**src/rtl/sa_cache_pkg.sv**
```systemverilog
// Shared types for the set-associative cache miss sequencer: FSM states,
// default field widths and the address split into tag/index/offset.
package sa_cache_pkg;

  localparam int ADDR_W_DEF   = 32;
  localparam int DATA_W_DEF   = 32;
  localparam int TAG_W_DEF    = 18;
  localparam int INDEX_W_DEF  = 8;
  localparam int OFFSET_W_DEF = 6;

  typedef enum logic [2:0] {
    IDLE,
    LOOKUP,
    WB,
    FETCH,
    WAIT,
    RESP
  } state_t;

  typedef struct packed {
    logic [TAG_W_DEF-1:0]    tag;
    logic [INDEX_W_DEF-1:0]  index;
    logic [OFFSET_W_DEF-1:0] offset;
  } addr_fields_t;

  function automatic addr_fields_t split_addr(input logic [ADDR_W_DEF-1:0] addr);
    addr_fields_t f;
    f.tag    = addr[ADDR_W_DEF-1 -: TAG_W_DEF];
    f.index  = addr[OFFSET_W_DEF +: INDEX_W_DEF];
    f.offset = addr[OFFSET_W_DEF-1:0];
    return f;
  endfunction

endpackage

```
**src/rtl/sa_cache_timeout_cnt.sv**
```systemverilog
// Memory handshake watchdog: counts enabled cycles since the last clear and
// raises term once LIMIT is reached (the count then holds).
module sa_cache_timeout_cnt #(
  parameter int LIMIT = 255,
  parameter int CNT_W = 8
) (
  input  logic clk,
  input  logic rst,
  input  logic clr,
  input  logic en,
  output logic term
);

  logic [CNT_W-1:0] count_reg;

  always_ff @(posedge clk or posedge rst) begin
    if (rst) begin
      count_reg <= '0;
    end else if (clr) begin
      count_reg <= '0;
    end else if (en && !term) begin
      count_reg <= count_reg + 1'b1;
    end
  end

  assign term = (count_reg == CNT_W'(LIMIT));

endmodule

```
**src/rtl/sa_cache_miss_ctrl.sv**
```systemverilog
// Miss sequencer between a CPU port, the sa_cache datapath and backing memory.
// Optional SA_CACHE_PERF_CNT_EN adds saturating hit/miss/evict counters.
module sa_cache_miss_ctrl
  import sa_cache_pkg::*;
#(
  parameter int ADDR_W      = ADDR_W_DEF,
  parameter int DATA_W      = DATA_W_DEF,
  parameter int TAG_W       = TAG_W_DEF,
  parameter int INDEX_W     = INDEX_W_DEF,
  parameter int OFFSET_W    = OFFSET_W_DEF,
  parameter int MEM_TIMEOUT = 255
) (
  input  logic                clk,
  input  logic                rst,
  input  logic                cpu_req_valid,
  output logic                cpu_req_ready,
  input  logic [ADDR_W-1:0]   cpu_req_addr,
  input  logic                cpu_req_we,
  input  logic [DATA_W-1:0]   cpu_req_wdata,
  output logic                cpu_resp_valid,
  output logic [DATA_W-1:0]   cpu_resp_data,
  output logic                cpu_resp_err,
  output logic [TAG_W-1:0]    c_tag,
  output logic [INDEX_W-1:0]  c_index,
  output logic [OFFSET_W-1:0] c_offset,
  output logic [DATA_W-1:0]   c_dataW,
  output logic                c_memRW,
  output logic [DATA_W-1:0]   c_mem_line,
  output logic                c_mem_response,
  input  logic [DATA_W-1:0]   c_data,
  input  logic                c_miss,
  input  logic                c_evict,
  input  logic [DATA_W-1:0]   c_evict_data,
  input  logic [ADDR_W-1:0]   c_evict_addr,
  output logic                mem_req_valid,
  input  logic                mem_req_ready,
  output logic                mem_req_we,
  output logic [ADDR_W-1:0]   mem_req_addr,
  output logic [DATA_W-1:0]   mem_req_wdata,
  input  logic                mem_resp_valid,
  input  logic [DATA_W-1:0]   mem_resp_data
`ifdef SA_CACHE_PERF_CNT_EN
  ,
  output logic [31:0]         perf_hits,
  output logic [31:0]         perf_misses,
  output logic [31:0]         perf_evicts
`endif
);

  localparam int TMO_W = ($clog2(MEM_TIMEOUT + 1) > 8) ? $clog2(MEM_TIMEOUT + 1) : 8;

  state_t             state_reg;
  logic [ADDR_W-1:0]  addr_reg;
  logic               we_reg;
  logic [DATA_W-1:0]  wdata_reg;
  logic               replay_reg;
  logic               mem_rw_reg;
  logic [DATA_W-1:0]  mem_line_reg;
  logic               mem_response_reg;
  logic               req_valid_reg;
  logic               req_we_reg;
  logic [ADDR_W-1:0]  req_addr_reg;
  logic [DATA_W-1:0]  req_wdata_reg;
  logic               resp_valid_reg;
  logic               resp_err_reg;
  logic [DATA_W-1:0]  resp_data_reg;

  addr_fields_t       fields;
  logic [ADDR_W-1:0]  fetch_addr;
  logic               tmo_clr;
  logic               tmo_en;
  logic               tmo_term;
  logic               mem_progress;

  assign fields     = split_addr(addr_reg);
  assign fetch_addr = {fields.tag, fields.index, {OFFSET_W{1'b0}}};

  // The watchdog restarts whenever a new memory phase begins.
  assign tmo_clr = (state_reg == LOOKUP) ||
                   ((state_reg == WB || state_reg == FETCH) && mem_req_ready);
  assign tmo_en  = (state_reg == WB) || (state_reg == FETCH) || (state_reg == WAIT);
  assign mem_progress = ((state_reg == WB || state_reg == FETCH) && mem_req_ready) ||
                        ((state_reg == WAIT) && (mem_response_reg || mem_resp_valid));

  sa_cache_timeout_cnt #(
    .LIMIT (MEM_TIMEOUT),
    .CNT_W (TMO_W)
  ) u_timeout (
    .clk  (clk),
    .rst  (rst),
    .clr  (tmo_clr),
    .en   (tmo_en),
    .term (tmo_term)
  );

  always_ff @(posedge clk or posedge rst) begin
    if (rst) begin
      state_reg        <= IDLE;
      addr_reg         <= '0;
      we_reg           <= 1'b0;
      wdata_reg        <= '0;
      replay_reg       <= 1'b0;
      mem_rw_reg       <= 1'b0;
      mem_line_reg     <= '0;
      mem_response_reg <= 1'b0;
      req_valid_reg    <= 1'b0;
      req_we_reg       <= 1'b0;
      req_addr_reg     <= '0;
      req_wdata_reg    <= '0;
      resp_valid_reg   <= 1'b0;
      resp_err_reg     <= 1'b0;
      resp_data_reg    <= '0;
    end else begin
      resp_valid_reg   <= 1'b0;
      mem_response_reg <= 1'b0;
      case (state_reg)
        IDLE: begin
          if (cpu_req_valid) begin
            addr_reg   <= cpu_req_addr;
            we_reg     <= cpu_req_we;
            wdata_reg  <= cpu_req_wdata;
            mem_rw_reg <= cpu_req_we;
            replay_reg <= 1'b0;
            state_reg  <= LOOKUP;
          end
        end
        LOOKUP: begin
          mem_rw_reg <= 1'b0;
          if (!c_miss) begin
            resp_data_reg  <= we_reg ? '0 : c_data;
            resp_err_reg   <= 1'b0;
            resp_valid_reg <= 1'b1;
            state_reg      <= RESP;
          end else if (replay_reg) begin
            // The refilled line still misses: give up rather than loop.
            resp_data_reg  <= '0;
            resp_err_reg   <= 1'b1;
            resp_valid_reg <= 1'b1;
            state_reg      <= RESP;
          end else if (c_evict) begin
            req_valid_reg <= 1'b1;
            req_we_reg    <= 1'b1;
            req_addr_reg  <= c_evict_addr;
            req_wdata_reg <= c_evict_data;
            state_reg     <= WB;
          end else begin
            req_valid_reg <= 1'b1;
            req_we_reg    <= 1'b0;
            req_addr_reg  <= fetch_addr;
            req_wdata_reg <= '0;
            state_reg     <= FETCH;
          end
        end
        WB: begin
          if (mem_req_ready) begin
            req_we_reg    <= 1'b0;
            req_addr_reg  <= fetch_addr;
            req_wdata_reg <= '0;
            state_reg     <= FETCH;
          end
        end
        FETCH: begin
          if (mem_req_ready) begin
            req_valid_reg <= 1'b0;
            state_reg     <= WAIT;
          end
        end
        WAIT: begin
          if (mem_response_reg) begin
            mem_rw_reg <= we_reg;
            replay_reg <= 1'b1;
            state_reg  <= LOOKUP;
          end else if (mem_resp_valid) begin
            mem_line_reg     <= mem_resp_data;
            mem_response_reg <= 1'b1;
          end
        end
        RESP: begin
          state_reg <= IDLE;
        end
        default: begin
          state_reg <= IDLE;
        end
      endcase

      if (tmo_en && tmo_term && !mem_progress) begin
        req_valid_reg  <= 1'b0;
        req_we_reg     <= 1'b0;
        resp_data_reg  <= '0;
        resp_err_reg   <= 1'b1;
        resp_valid_reg <= 1'b1;
        state_reg      <= RESP;
      end
    end
  end

  assign cpu_req_ready  = (state_reg == IDLE) && !rst;
  assign cpu_resp_valid = resp_valid_reg;
  assign cpu_resp_data  = resp_data_reg;
  assign cpu_resp_err   = resp_err_reg;
  assign c_tag          = fields.tag;
  assign c_index        = fields.index;
  assign c_offset       = fields.offset;
  assign c_dataW        = wdata_reg;
  assign c_memRW        = mem_rw_reg;
  assign c_mem_line     = mem_line_reg;
  assign c_mem_response = mem_response_reg;
  assign mem_req_valid  = req_valid_reg;
  assign mem_req_we     = req_we_reg;
  assign mem_req_addr   = req_addr_reg;
  assign mem_req_wdata  = req_wdata_reg;

`ifdef SA_CACHE_PERF_CNT_EN
  logic [31:0] hits_reg;
  logic [31:0] misses_reg;
  logic [31:0] evicts_reg;
  logic        first_pass;

  assign first_pass = (state_reg == LOOKUP) && !replay_reg;

  always_ff @(posedge clk or posedge rst) begin
    if (rst) begin
      hits_reg   <= '0;
      misses_reg <= '0;
      evicts_reg <= '0;
    end else if (first_pass) begin
      if (!c_miss && hits_reg != '1) hits_reg <= hits_reg + 1'b1;
      if (c_miss && misses_reg != '1) misses_reg <= misses_reg + 1'b1;
      if (c_miss && c_evict && evicts_reg != '1) evicts_reg <= evicts_reg + 1'b1;
    end
  end

  assign perf_hits   = hits_reg;
  assign perf_misses = misses_reg;
  assign perf_evicts = evicts_reg;
`endif

endmodule

```
**config.mk**
```make
export PLATFORM = sky130hd
export DESIGN_NAME = sa_cache_miss_ctrl
export DESIGN_NICKNAME = d
export VERILOG_FILES = /design/src/rtl/sa_cache_pkg.sv /design/src/rtl/sa_cache_timeout_cnt.sv /design/src/rtl/sa_cache_miss_ctrl.sv
export SDC_FILE = /design/constraint.sdc
export NUM_CORES = 1
export LEC_CHECK = 0
export ABC_AREA = 1
export BUFFER_PORTS_ARGS = -buffer_cell sky130_fd_sc_hd__buf_2
export CAP_MARGIN = 15
export CORE_AREA = 2 2 154 156
export CTS_CLUSTER_DIAMETER = 120
export DETAILED_ROUTE_END_ITERATION = 8
export DIE_AREA = 0 0 156 158
export GPL_ROUTABILITY_DRIVEN = 0
export GPL_TIMING_DRIVEN = 0
export PLACE_DENSITY = 0.8
export SKIP_CTS_REPAIR_TIMING = 1
export SLEW_MARGIN = 10
export SYNTH_ARGS = -nofsm -noshare
export SYNTH_HDL_FRONTEND = slang
export SYNTH_HIERARCHICAL = 1
export SYNTH_SLANG_ARGS = --single-unit
```
**constraint.sdc**
```tcl
create_clock -name clk -period 8.31 [get_ports clk]
set_input_delay 0.831 -clock clk [delete_from_list [all_inputs] [get_ports clk]]
set_output_delay 0.831 -clock clk [all_outputs]
set_load 0.01 [all_outputs]
```
==> qor.yml <==
via_count: 8530
r2r_end: "c_dataW[26]"
grt-ovfl-total: 0
post_drt_via_cell_ratio: 4.742
setup_viol: 0
finalHoldViolations: 0
intPower_mw: 2.852
drc: 0
synth_top_family_by_area: "simple AND/OR/NAND/NOR gates"
maxCapViolCount: 0
ff_latch_area_um2: 5280
root_buffer: "clkbuf_16"
slew-limit-headroom_pct: 47.51
rsz0062_at_grt: "no"
worst_pin_slew_ns: 0.7874
yosys_warnings: 6
totalWireLength_um: 27960
synth-compound-area-share_pct: 4.699
fin_skew_ns: 0.01386
synthTopCellsByArea: "dfrtp_1 59%, nand2_1 22%, nand3_1 4.5%"
fp.dieH_um: 158
maxSlewViolCount: 0
die_area_um2: 24650
postPlaceCellArea_um2: 11280
ys.flop_type: "dfrtp_1"
hold_path_class: "in2async"
port_buffers: 398
worstReg2RegStart: "state_reg[1]"
cp-startpoint: "state_reg[1]"
synth_area_um2: 8894
die_x_um: 156
yosysMostFrequentCell: "nand2_1"
ant_nets: 0
netlist.area_leader.share_pct: 59.37
worst_hold_slack_ns: 0.3386
synthAdderAreaFrac_pct: 0.1407
p_sw_share_pct: 39.66
p_seq_share_pct: 36.7
powerDensity_nw_per_um2: 390.2
synth_commonest_cells: "516 x nand2_1, 211 x dfrtp_1, 85 x inv_1"
postLayoutCellArea_um2: 12120
worstPathCellList: "buf_2 > inv_1 > nand2_1 > nor3_1 > buf_2"
synth_edf_count: 0
synth_nets: 1270
crit_path_top_delay_cell: "dfrtp_1"
first_pass_iters: 5
clock_latency_ns: 0.52
cpMostUsedCell: "buf_2"
crit_type: "reg2out"
io-pin-count: 399
cts_buffers: 24
synth_top_area_cell: "dfrtp_1"
crit_fanout: 9
fin_crit_sh_pct: 27.89
ir_worst_vdd_uv: 215.6
synth_seq_cells: 211
async_flop_share_pct: 100.0
layout_min_cycle_time_ns: 2.318
synthMuxAreaShare_pct: 0
layout.cells.non_filler: 1799
clockPowerShare_pct: 23.5
avgRoutedWirePerCell_um: 15.54
yosys.area_share.xor_xnor_pct: 0.09848
cts.sinks: 211
coreArea_um2: 23050
cp-start-kind: "register"
r2r_setup_slack_ns: 6.24
grt_max_degree: 108
grt_first_pass_wirelength_um: 41780
dpl.cell_count: 1758
syn_to_final_growth_pct: 36.23
synth-simple-area-share_pct: 28.46
final_nets: 1695
arrival_ns: 1.49
seq_area_frac_synth_pct: 59.37
fillerInstances: 2069
max_stage_delay_ns: 0.35
p_leak_nw: 7.238
cts_tree: "done"
track_usage_pct: 21.24
syn_inst: 1069
timing.fmax_mhz: 431.5
p_comb_share_pct: 39.9
drt_iter0_drc: 477
drive_gt1_share_pct: 33.36
htree_num_levels: 1
r2r_cells: 9
worstPathRequired_ns: 7.48
status: "finished, final reports clean"
clk_path_buf_depth: 3
syn_avg_cell_area_um2: 8.319
netSwitchingPower_mw: 1.875
multi_input_area_um2: 2970
initial_core_util_pct: 38.58
antenna_found_initial: 1
synth_cell_types: 31
core.rowCount: 56
cp-end-kind: "output pin"
clk_pin_slew_ns: 0.06
dp_hpwl_um: 20620
grt_pass1_vias: 8160
## layout by cell type (no fill, tap or decap), types with 5 or more instances in the layout
master     instances
o21ai_1           44
clkbuf_16         25
clkbuf_1          14
a21oi_1            6
nor2_1            15
nand3_1           80
dfrtp_1          211
o21ai_0           28
buf_4             12
nand2_1          516
inv_1             84
buf_2            424
clkbuf_8           6
inv_2              6
nand2_2            5
clkinv_2           5
## how the worst max path moves through the flow
stage,endpoint,slack [ns]
2_1_floorplan,addr_reg[0],1.94
3_3_place_gp,c_dataW[9],-0.29
3_5_place_dp,mem_req_wdata[16],6.10
4_1_cts,cpu_req_ready,5.97
5_1_grt,cpu_req_ready,5.86
6_report,cpu_req_ready,5.99
## metal layers
metal | part of all wire, % | up-vias | GRT usage, % | wire (µm)
met3 | 8.4 | 48 | 4.927 | 2340
met2 | 50 | 383 | 38.18 | 13900
met5 | 0 | - | 0 | 0
li1 | - | 4140 | - | -
met1 | 39 | 3959 | 25.41 | 11020
met4 | 2.5 | 0 | 6.335 | 698
## logic make-up after synthesis
| group | count (synthesis) |
|---|---|
| buffers and inverters | 147 |
| and+or+nand+nor | 628 |
| xor gates and xnor gates | 1 |
| AOI/OAI and AO/OA | 81 |
| adders and majority gates | 1 |
| DFF | 211 |
## cell type report
class,instances,area share [%]
well taps,290,2.995
clock inverters,8,0.9708
inverters,94,3.026
diodes,1,0.02065
clock buffers,32,5.876
flip-flops and latches,211,43.58
multi-input cells,711,24.52
plain buffers,53,2.344
repair buffers,399,16.67
## stage by stage
step	power [mW]	util, %	setup TNS (ns)	worst slack (ns)
final	4.727	52.56	0	5.992
after global routing	5.045	52.55	0	5.861
after CTS	4.756	52.55	0	5.966
after detailed placement	3.626	48.95	0	6.100
after global placement	3.563	48.80	-52.99	-0.2851
after floorplan	2.800	-	0	1.940
## power groups by stage
stage / logic [mW] / registers [mW] / clock network (mW)
after detailed placement: 1.90 / 1.73 / 0
after global placement: 1.84 / 1.72 / 0
after global routing: 2.10 / 1.78 / 1.17
after floorplan: 0.898 / 1.90 / 0
final: 1.88 / 1.73 / 1.11
after CTS: 1.90 / 1.72 / 1.13
## worst max-delay path: cells and delay by family (launching register included)
family	cells	cell delay, ns
AND/OR/NAND/NOR	2	0.19
flip-flops	1	0.35
buffers and inverters	3	0.44
No activity file was read; power rests on OpenSTA's default activity.
